===== src/rtl/dot_npu_pkg.sv =====
// Shared types and widths for the dot-product NPU blocks.
package dot_npu_pkg;

    typedef enum logic [2:0] {
        LOAD_A,
        LOAD_B,
        START,
        WAIT,
        RESULT,
        RECOVER
    } loader_state_t;

    localparam int unsigned VEC_W     = 128;
    localparam int unsigned DOT_RES_W = 32;

    typedef logic [7:0] elem_t;

endpackage


===== src/rtl/dot_operand_loader.sv =====
// Streams two operand vectors into matrix_dot, sequences start/done/recovery and returns the result.
// Optional DOT_LOADER_TIMEOUT_EN: abort a WAIT that exceeds DONE_TIMEOUT cycles, set err_timeout_o.
module dot_operand_loader
    import dot_npu_pkg::*;
#(
    parameter int unsigned WORD_W       = 32,
    parameter int unsigned VEC_BYTES    = 16,
    parameter int unsigned START_HOLD   = 4,
    parameter int unsigned RECOVER_CYC  = 4,
    parameter int unsigned DONE_TIMEOUT = 1024
) (
    input  logic                 clk_i,
    input  logic                 rst_ni,
    input  logic                 in_valid_i,
    output logic                 in_ready_o,
    input  logic [WORD_W-1:0]    in_data_i,
    output logic [VEC_W-1:0]     dot_a_o,
    output logic [VEC_W-1:0]     dot_b_o,
    output logic                 dot_start_o,
    output logic                 dot_rst_n_o,
    input  logic                 dot_done_i,
    input  logic [DOT_RES_W-1:0] dot_c_i,
    output logic                 res_valid_o,
    input  logic                 res_ready_i,
    output logic [DOT_RES_W-1:0] res_data_o,
    output logic                 busy_o,
    output logic                 err_timeout_o
);

    localparam int unsigned NumWords = (VEC_BYTES * 8) / WORD_W;
    localparam int unsigned CntW     = (NumWords > 1) ? $clog2(NumWords) : 1;
    localparam int unsigned HoldMax  = (START_HOLD > RECOVER_CYC) ? START_HOLD : RECOVER_CYC;
    localparam int unsigned HoldW    = $clog2(HoldMax + 1);

    localparam logic [CntW-1:0]  LastWord    = CntW'(NumWords - 1);
    localparam logic [HoldW-1:0] StartLoad   = HoldW'(START_HOLD - 1);
    localparam logic [HoldW-1:0] RecoverLoad = HoldW'(RECOVER_CYC - 1);

    loader_state_t        state_q, state_d;
    logic [CntW-1:0]      cnt_q, cnt_d;
    logic [HoldW-1:0]     hold_q, hold_d;
    logic [VEC_W-1:0]     a_q, a_d, b_q, b_d;
    logic                 res_valid_q, res_valid_d;
    logic [DOT_RES_W-1:0] res_data_q, res_data_d;
    logic                 alive_q;
    logic                 accept;
    logic                 tmo_hit;

`ifdef DOT_LOADER_TIMEOUT_EN
    localparam int unsigned TmoW = $clog2(DONE_TIMEOUT + 1);
    localparam logic [TmoW-1:0] TmoLast = TmoW'(DONE_TIMEOUT - 1);

    logic [TmoW-1:0] tmo_q, tmo_d;
    logic            err_q, err_d;

    // A done on the final allowed cycle still wins over the timeout.
    assign tmo_hit = (state_q == WAIT) && !dot_done_i && (tmo_q == TmoLast);

    always_comb begin
        tmo_d = '0;
        err_d = err_q | tmo_hit;
        if (state_q == WAIT) begin
            tmo_d = tmo_q + 1'b1;
        end
    end

    always_ff @(posedge clk_i) begin
        if (!rst_ni) begin
            tmo_q <= '0;
            err_q <= 1'b0;
        end else begin
            tmo_q <= tmo_d;
            err_q <= err_d;
        end
    end

    assign err_timeout_o = err_q;
`else
    assign tmo_hit       = 1'b0;
    assign err_timeout_o = 1'b0;
`endif

    // Holds handshake outputs inactive for the cycle in which reset is applied.
    always_ff @(posedge clk_i) begin
        if (!rst_ni) begin
            alive_q <= 1'b0;
        end else begin
            alive_q <= 1'b1;
        end
    end

    assign in_ready_o  = alive_q && ((state_q == LOAD_A) || (state_q == LOAD_B));
    assign accept      = in_valid_i && in_ready_o;
    assign dot_start_o = (state_q == START);
    assign dot_rst_n_o = alive_q && (state_q != RECOVER);
    assign dot_a_o     = a_q;
    assign dot_b_o     = b_q;
    assign res_valid_o = res_valid_q;
    assign res_data_o  = res_data_q;
    assign busy_o      = !((state_q == LOAD_A) && (cnt_q == '0));

    always_comb begin
        state_d     = state_q;
        cnt_d       = cnt_q;
        hold_d      = hold_q;
        a_d         = a_q;
        b_d         = b_q;
        res_valid_d = res_valid_q;
        res_data_d  = res_data_q;
        unique case (state_q)
            LOAD_A: begin
                if (accept) begin
                    a_d[cnt_q*WORD_W +: WORD_W] = in_data_i;
                    cnt_d = cnt_q + 1'b1;
                    if (cnt_q == LastWord) begin
                        cnt_d   = '0;
                        state_d = LOAD_B;
                    end
                end
            end
            LOAD_B: begin
                if (accept) begin
                    b_d[cnt_q*WORD_W +: WORD_W] = in_data_i;
                    cnt_d = cnt_q + 1'b1;
                    if (cnt_q == LastWord) begin
                        cnt_d   = '0;
                        hold_d  = StartLoad;
                        state_d = START;
                    end
                end
            end
            START: begin
                hold_d = hold_q - 1'b1;
                if (hold_q == '0) begin
                    state_d = WAIT;
                end
            end
            WAIT: begin
                if (dot_done_i) begin
                    res_data_d  = dot_c_i;
                    res_valid_d = 1'b1;
                    state_d     = RESULT;
                end else if (tmo_hit) begin
                    hold_d  = RecoverLoad;
                    state_d = RECOVER;
                end
            end
            RESULT: begin
                if (res_ready_i) begin
                    res_valid_d = 1'b0;
                    hold_d      = RecoverLoad;
                    state_d     = RECOVER;
                end
            end
            RECOVER: begin
                hold_d = hold_q - 1'b1;
                if (hold_q == '0) begin
                    cnt_d   = '0;
                    state_d = LOAD_A;
                end
            end
            default: state_d = LOAD_A;
        endcase
    end

    always_ff @(posedge clk_i) begin
        if (!rst_ni) begin
            state_q     <= LOAD_A;
            cnt_q       <= '0;
            hold_q      <= '0;
            a_q         <= '0;
            b_q         <= '0;
            res_valid_q <= 1'b0;
            res_data_q  <= '0;
        end else begin
            state_q     <= state_d;
            cnt_q       <= cnt_d;
            hold_q      <= hold_d;
            a_q         <= a_d;
            b_q         <= b_d;
            res_valid_q <= res_valid_d;
            res_data_q  <= res_data_d;
        end
    end

endmodule


===== config.mk =====
export PLATFORM = sky130hd
export DESIGN_NAME = dot_operand_loader
export DESIGN_NICKNAME = d
export VERILOG_FILES = /design/src/rtl/dot_npu_pkg.sv /design/src/rtl/dot_operand_loader.sv
export SDC_FILE = /design/constraint.sdc
export NUM_CORES = 1
export LEC_CHECK = 0
export BUFFER_PORTS_ARGS = -buffer_cell sky130_fd_sc_hd__buf_2
export CORE_MARGIN = 2
export CORE_UTILIZATION = 35
export CTS_CLUSTER_SIZE = 10
export DETAILED_ROUTE_END_ITERATION = 7
export PLACE_DENSITY = 0.58
export SLEW_MARGIN = 20
export SYNTH_ARGS = -nofsm -noshare
export SYNTH_HDL_FRONTEND = slang
export SYNTH_SLANG_ARGS = --single-unit

===== constraint.sdc =====
create_clock -name clk_i -period 1.89 [get_ports clk_i]
set_clock_uncertainty 0.2 [all_clocks]
set_input_delay 0.378 -clock clk_i [delete_from_list [all_inputs] [get_ports clk_i]]
set_output_delay 0.378 -clock clk_i [all_outputs]
set_load 0.1 [all_outputs]

Word level (Yosys, flattened, before mapping):

Cells that the tools add are included.

* register bits after elaboration: 298
* input port bits: 69
* output and inout bits: 294
* word-level logic and storage cells: 73

* add/sub/neg operators: 3
* eq/ne operators: 16
* shifts and indexed selects: 2
* multiplexer cells: 23
* reduce and logical (&&, ||, !) cells: 21

Operator list (count)
* $bwmux W128: 2
* $shift A32 B34 Y128 const A: 1
* $shiftx A32 B34 Y128: 1
* $neg A7 Y34: 1
* $mux W3: 11
* $pmux W3 S6: 1
* $ne A2 B2 Y1 const B: 5
* $pmux W3 S3: 1
* $ne A2 B1 Y1 const B: 4
* $reduce_and A8 Y1: 1
* $eq A3 B2 Y1 const B: 2
* $eq A3 B3 Y1 const B: 2
* $logic_not A3 Y1: 2
* $mux W2: 3
* $reduce_and A2 Y1: 3
* $reduce_and A3 Y1: 2
* $logic_and A1 B1 Y1: 4
* $pmux W2 S2: 1
* $reduce_and A4 Y1: 1
* $reduce_bool A2 Y1: 2
* $reduce_or A2 Y1: 2
* $eq A3 B1 Y1 const B: 1
* $mux W1: 3
* $ne A3 B3 Y1 const B: 1
* 8 further kinds: 8

Longest topological paths before layout:

Gate-level depths: netlist (run 1).

* depth in word-level cells: 6
* mapped depth: 8
* depth with buffers taken out: 6

Worst setup path after synthesis (run 1):

No wires, ideal clock.

* path kind: reg-to-output
* start point: register state_q[2]
* end point: output port in_ready_o
* arrival: 2.719 ns
* required time: 1.312 ns
* setup slack: -1.407 ns
* stages on the path, launching flop included: 3
* path buffers: 1
* cells stage by stage: dfxtp_1 buf_2 nor3b_1

* cells in the longest elaborated chain, start to end: 3
* elaborated cells on any way between the ends: 4
* classes of those cells: 1 x eq/ne; 3 x reduce/logical

Ends and longest elaborated chain
* start: declaration: line dot_operand_loader.sv:39 `loader_state_t state_q, state_d;`
* start signal: assignment: line dot_operand_loader.sv:176 `state_q <= state_d;`
* $eq A3 B1 Y1 / $logic_not A3 Y1 (equally long branches): line dot_operand_loader.sv:92 `assign in_ready_o = alive_q && ((state_q == LOAD_A) || (state_q == LOAD_B));`
* $logic_or A1 B1 Y1 *: line dot_operand_loader.sv:92
* $logic_and A1 B1 Y1 *: line dot_operand_loader.sv:92
* end: declaration: line dot_operand_loader.sv:15 `output logic in_ready_o,`

Every way passes the cells marked *; elsewhere a longest branch is shown, timed or not.

Worst setup path in the final report (run 1):

* start point: register cnt_q[1]
* end point: register b_q[41], in the netlist dot_b_o[41]

* cells in the longest elaborated chain, start to end: 3
* elaborated cells on any way between the ends: 4
* classes of those cells: 1 x add/sub; 2 x shift; 1 x mux

Ends and longest elaborated chain
* start: declaration: line dot_operand_loader.sv:40 `logic [CntW-1:0] cnt_q, cnt_d;`
* start signal: assignment: line dot_operand_loader.sv:177 `cnt_q <= cnt_d;`
* $neg A7 Y34 *: line dot_operand_loader.sv:123 `b_d[cnt_q*WORD_W +: WORD_W] = in_data_i;`
* $shiftx A32 B34 Y128 / $shift A32 B34 Y128 (equally long branches): line dot_operand_loader.sv:123
* $bwmux W128 *: line dot_operand_loader.sv:123
* end signal: assignment: line dot_operand_loader.sv:172 `b_q <= '0;`
* end signal: assignment: line dot_operand_loader.sv:180 `b_q <= b_d;`
* end: declaration: line dot_operand_loader.sv:42 `logic [VEC_W-1:0] a_q, a_d, b_q, b_d;`

Marked as above.
A chain may end at the register's enable or synchronous reset.

==> results.md, run 1 <==
* Cells after Synth at 1413
* Clock buffer depth at 3
* Crit path capture: dot_b_o[41]
* Setup violators final at 219
* Clk root buf: clkbuf_16
* Worst hold path depth at 3
* Antenna fix cells at 0
* Starting density of the core at 0.355
* Clk sink count at 298
* Iteration-0 DRC Markers at 888
* Placed Area at 14100 µm²
* Core box area at 31600 µm²
* PwrDens at 733 nW/µm²
* DIE HEIGHT at 183 µm
* Num ports at 363
* Synth top area share at 0.532
* Final Core Density at 0.630
* Top FF cell, synth: dfxtp_1
* Pin count of the biggest net entering global routing at 66
* Crit path max fanout at 5
* GR met1 Demand/Resource at 0.338
* M2 GR Usage at 0.436
* Placed wire-length estimate at 27800 µm
* Setup crit start: cnt_q[1]
* Commonest cells in the netlist: nand2_1 (327), dfxtp_1 (298), a21oi_1 (293)
* Total grt overflow at 0
* Data required time of the critical path at 2.14 ns
* First-pass GRT wire length at 67600 µm
* Vias at 12500
* Post-synthesis sequential area ratio at 0.532
* Warnings from Yosys at 0
* Detailed Routing Iterations Pass 1 at 5
* Met3 Usage GRT at 0.0534
* Syn_nets at 1490
* RePlAce Congestion at 0.827
* Seq cells post-synth at 298
* Tcrit/Tclk final at 1.14
* Reg-to-Reg End: dot_b_o[41]
* Hold Vio Cnt, Final at 0
* Worst setup EP type: register
* Critical Path Start Type: register
* Number of global-route vias before repair at 11300
* Post-route ant nets at 0
* Rows at 65
* Area Growth Syn to Fin at 77.2%
* Status: finished, violations left
* Pleak at 7.03 nW
* RSZ-0062 raised after global routing: yes
* H-Tree Level Count at 2
* Worst slew pin tran at 0.592 ns
* Period minus WS final at 2.15 ns
* Total power at 14.6 mW
* WL/cell at 22.1 µm
* Synth top area cells: dfxtp_1 (53%), a21oi_1 (13%), nand3_1 (12%)
* Final wirelength at 50200 µm
* Synthesized area at 11200 µm²
* Unique masters post-synth at 38
* R2r setup slk at -0.26 ns
* Share of cells above drive strength 1 at 0.507
* Final non-filler cell total at 2269
* Setup ws final at -0.262 ns
* EDFF count, synth at 0
* CTS tree: done
* Failing checks: negative setup slack
* Ys async rst share at 0
* Design Area, Final at 19900 µm²
* CP arrival at 2.40 ns
* Routed vias/inst at 5.50
* Top-count cell post-synth: nand2_1
* Max transition margin at 0.606
* Max-Cap Viols at 0
* Top achievable clock speed at 0.465 GHz
* DRC viols at 0
* Synth Area per Inst at 7.94 µm²
* Worst vdd ir at 0.705 mV
* Reg2Reg Depth at 13
* Pins Over Slew Limit at 0
* Latest clock arrival within the worst-skew pair at 0.51 ns
* CP Class: reg -> reg
* DP Cell Count at 2105
* GR Util All Layers at 0.262
* CTS buffer count at 36
* Chip width at 183 µm
* Busiest grt layer: met2
* Clock-pin slew on the worst setup and hold paths at 0.06 ns
* R2R Path Start: cnt_q[1]
* Hold Path Class: in -> reg
* Final nets at 1934
* Die ar. at 33500 µm²
* Yosys top cell by area: dfxtp_1
* Initial antenna violation count at 0
* Port Buffers at 361
-- metal layers --
metal | vias to the layer above | wire length [µm]
li1 | 5676 | -
met1 | 6050 | 20900
met2 | 639 | 24000
met3 | 120 | 3630
met4 | 0 | 1650
met5 | - | 0
-- how the worst min path moves through the flow --
stage,from,endpoint,slack [ns]
2_1_floorplan,rst_ni,alive_q,0.21
3_3_place_gp,res_data_o[20],res_data_o[20],0.24
3_5_place_dp,dot_a_o[91],dot_a_o[91],0.24
4_1_cts,in_data_i[5],dot_a_o[101],0.005
5_1_grt,in_data_i[28],dot_a_o[28],0.04
6_report,in_data_i[10],dot_b_o[10],0.05
-- registers in the layout (all words and copies together) (netlist names) --
name and cells:
res_valid_o 1, state_q 3, alive_q 1, hold_q 3, dot_a_o 128, res_data_o 32, cnt_q 2, dot_b_o 128
-- repair_timing --
| action | in CTS | in global routing |
|---|---|---|
| setup endpoints to repair | 266 | 424 |
| gates resized for setup | 144 | 640 |
| hold endpoints to repair | 34 | 0 |
| hold buffers | 34 | 0 |
| cloned | 18 | 20 |
| setup buffers | 40 | 20 |
| pin swaps | 26 | 189 |
-- through the flow --
step | worst slack [ns] | hold slack (ns) | TNS, ns
after floorplan | -0.0589 | 0.206 | -0.0621
after global placement | -0.117 | 0.237 | -13.09
after detailed placement | -0.152 | 0.243 | -18.43
after CTS | -0.291 | 0.00543 | -10.03
after global routing | -0.374 | 0.0403 | -39.17
final | -0.262 | 0.0516 | -21.47
-- report_power, final --
part	internal [mW]	total [mW]	switching [mW]	leakage [nW]
clock	3.71	6.31	2.60	0.504
sequential	6.32	6.34	0.0223	2.40
combinational	0.692	1.92	1.22	4.13
-- layout by cell type (no fill, tap or decap), drive strengths merged --
cell type / count
mux2: 1
and2: 3
clkinv: 1
and3b: 3
a21oi: 293
or3b: 1
a2bb2oi: 1
conb: 1
nor2: 4
nand2: 327
nor3b: 5
clkbuf: 224
o211a: 1
nor3: 2
o311ai: 1
inv: 7
ha: 8
o22ai: 1
nor2b: 3
buf: 354
and3: 8
a221oi: 2
mux2i: 4
nand3: 264
o21ai: 4
a22o: 1
or3: 1
or2: 1
dfxtp: 298
nand2b: 2
a211o: 1
nand4b: 2
nand3b: 4
dlygate4sd3: 34
-- worst max-delay path: stages, from the launching register on --
cell and delay (ns):
dfxtp_2 0.32, inv_2 0.06, buf_6 0.10, buf_6 0.09
ha_4 0.12, nand4b_1 0.13, buf_6 0.17, buf_12 0.12
nor2b_4 0.16, buf_6 0.14, buf_12 0.10, buf_16 0.12
nand3_1 0.10, a21oi_1 0.16
-- cell type report --
| type | instances | area (µm²) |
|---|---|---|
| Tap cell | 402 | 503 |
| Clock inverter | 1 | 16.3 |
| Fill cell | 2530 | 11700 |
| Timing Repair Buffer | 565 | 5370 |
| Sequential cell | 298 | 5980 |
| Inverter | 7 | 38.8 |
| Clock buffer | 47 | 1010 |
| Multi-Input combinational cell | 949 | 6950 |
-- cells by family (layout without fill, tap and decap cells) --
logic type | after synthesis | in the layout | share of synthesized area
AOI/OAI and AO/OA | 305 | 305 | 0.139
adders and majority gates | 8 | 8 | 0.00892
buffers and inverters | 167 | 620 | 0.0635
DFF | 298 | 298 | 0.532
muxes | 5 | 5 | 0.00457
other | 1 | 1 | 0.000334
and+or+nand+nor | 629 | 630 | 0.252
No activity file was read; power rests on OpenSTA's default activity.
==> inputs of run 2 (changes only) <==
--- a/config.mk
+++ b/config.mk
@@ -5,12 +5,12 @@
 export SDC_FILE = /design/constraint.sdc
 export NUM_CORES = 1
 export LEC_CHECK = 0
-export BUFFER_PORTS_ARGS = -buffer_cell sky130_fd_sc_hd__buf_2
 export CORE_MARGIN = 2
 export CORE_UTILIZATION = 35
 export CTS_CLUSTER_SIZE = 10
 export DETAILED_ROUTE_END_ITERATION = 7
-export PLACE_DENSITY = 0.58
+export DONT_BUFFER_PORTS = 1
+export PLACE_DENSITY = 0.48
 export SLEW_MARGIN = 20
 export SYNTH_ARGS = -nofsm -noshare
 export SYNTH_HDL_FRONTEND = slang
==> run 2 against run 1 <==
Against the previous run:
- the flow still finishes with violations (negative setup slack)
- fmax rose by 0.12%
- non-clock buffer count fell by 57
- via count fell by 5.9%
- power fell by 1.1%
- combinational power fell by 6%
- wire length fell by 1.1%
- clock-buffer cell count rose by 2
- hold slack improved by 0.033 ns
- utilization fell by 0.70 points
- register-to-register slack barely moved
- die area did not move
- largest power group unchanged
==> results.md, run 2 (synthesis gave the netlist of run 1 again) <==
* Status: finished, violations left
* Failing checks: negative setup slack
* Reg area at 5980 µm²
* Pleak at 6.78 nW
* Final nets at 1876
* CP top delay family: buffers and inverters
* Reg2Reg Depth at 11
* RSZ-0062 raised after global routing: yes
* Critical Path Start Type: register
* Data required time of the critical path at 2.13 ns
* Clk sink count at 298
* Final wirelength at 49600 µm
* Routed vias/inst at 5.31
* Critical-path cell list: inv_2 -> buf_6 -> buf_6 -> ha_4 -> nor3b_4 -> buf_6 -> buf_12 -> buf_12 -> buf_12 -> nand3_2 -> a21oi_1
* DRC viols at 0
* DIE HEIGHT at 183 µm
* Hold Startpoint: in_valid_i
* Period minus WS final at 2.15 ns
* Detailed Routing Iterations Pass 1 at 5
* Hold Path Class: in -> reg
* Final Core Density at 0.623
* RePlAce Congestion at 0.795
* Worst slew pin tran at 0.912 ns
* Reg-to-Reg End: dot_a_o[16]
* PwrDens at 733 nW/µm²
* CP Class: reg -> reg
* Chip width at 183 µm
* Vias at 11800
* First-pass GRT wire length at 70300 µm
* H-Tree Level Count at 2
* CTS buffer count at 36
* Commonest non-fill, non-tap cells in the layout: buf_4 (335), nand2_1 (327), dfxtp_1 (293)
* Pins Over Slew Limit at 0
* Pin count of the biggest net entering global routing at 50
* Clock-pin slew on the worst setup and hold paths at 0.06 ns
* WL/cell at 22.4 µm
* Crit path max-delay cell type: dfxtp_2
* Buffers & Inverters on Critical Path at 7
* Setup violators final at 248
* Num ports at 363
* Clock buffer depth at 3
* Area Growth Syn to Fin at 75.2%
* Max-Cap Viols at 0
* Post-route ant nets at 0
* Iteration-0 DRC Markers at 733
* Port Buffers at 0
* DP Worst Slack at -0.109 ns
* Max transition margin at 0.390
* R2R Path Start: cnt_q[1]
* GR Util All Layers at 0.276
* Fillers at 2639
* Worst hold path depth at 4
* Share of cells above drive strength 1 at 0.494
* R2r setup slk at -0.26 ns
* Critical path's largest stage delay at 0.34 ns
* CTS tree: done
* CP arrival at 2.39 ns
* Initial antenna violation count at 1
* Most common cell after layout, fill and taps aside: buf_4
* Crit path max fanout at 8
* Hold Vio Cnt, Final at 0
* Tcrit/Tclk final at 1.14
* Setup ws final at -0.259 ns
* Die ar. at 33500 µm²
* Multi-input gate area at 6900 µm²
* Total grt overflow at 0
* Rows at 65
* Clk root buf: clkbuf_16
* Placed wire-length estimate at 27100 µm
* Number of global-route vias before repair at 11200
* Latest clock arrival within the worst-skew pair at 0.51 ns
* Setup TNS at -37.07 ns
* Worst vdd ir at 0.606 mV
* Top achievable clock speed at 0.465 GHz
* Core box area at 31600 µm²
* Hold Path End: cnt_q[0]
* Worst setup EP type: register
* Starting density of the core at 0.355
run 2: cell count changes in the layout (fill, tap and decap cells not counted), moves of 5 or more:
cell,previous run,this run
buf_4,99,335
clkbuf_4,161,0
buf_2,147,0
nand3_2,76,142
nand3_1,88,51
dlygate4sd3_1,34,66
nand3_4,100,71
a21oi_1,133,125
a21oi_2,160,168
clkbuf_16,54,46
buf_6,30,23
buf_12,56,61
run 2: area by class of cell:
cell class                 count  area share
multi-input combinational    948       0.351
sequential                   298       0.304
timing repair buffer         508       0.264
clock buffer                  49      0.0515
tap                          402      0.0256
inverter                       7     0.00197
clock inverter                 1    0.000828
antenna                        2    0.000255
run 2: metal layers:
metal,global-route usage,wire [µm],vias up
li1,-,-,5547
met1,0.353,20500,5694
met2,0.454,23600,418
met3,0.0721,4200,92
met4,0.0896,1300,0
met5,0,0,-
run 2: power breakdown:
group / internal [mW] / switching (mW)
combinational: 0.627 / 1.17
clock: 3.69 / 2.59
sequential: 6.32 / 0.0127
run 2: worst max path at each step:
| stage | startpoint | endpoint | cells past startpoint |
|---|---|---|---|
| 2_1_floorplan | state_q[2] | in_ready_o | 2 |
| 3_3_place_gp | cnt_q[0] | dot_b_o[3] | 6 |
| 3_5_place_dp | cnt_q[0] | dot_b_o[51] | 6 |
| 4_1_cts | state_q[0] | dot_start_o | 3 |
| 5_1_grt | cnt_q[1] | dot_b_o[22] | 11 |
| 6_report | cnt_q[1] | dot_a_o[16] | 11 |
run 2: worst min-delay path, stage by stage:
cell	delay [ns]
nand3b_1	0.06
a21oi_1	0.10
mux2i_1	0.12
nor2_1	0.09
run 2: stage by stage:
step	cells	hold WS, ns	cell area [µm²]	power (mW)
after floorplan	1413	0.206	11300	7.12
after global placement	2020	0.208	14200	7.36
after detailed placement	2020	0.208	14200	7.36
after CTS	2213	0.0662	18100	14.3
after global routing	2213	0.0925	19600	14.8
final	2215	0.0848	19700	14.4
run 2: what timing repair did:
| action | 4_1_cts | 5_1_grt |
|---|---|---|
| hold endpoints to repair | 297 | 0 |
| cloned | 29 | 10 |
| gates resized for setup | 220 | 371 |
| setup buffers | 48 | 16 |
| pin swaps | 239 | 207 |
| hold buffers | 66 | 0 |
| setup endpoints to repair | 199 | 263 |
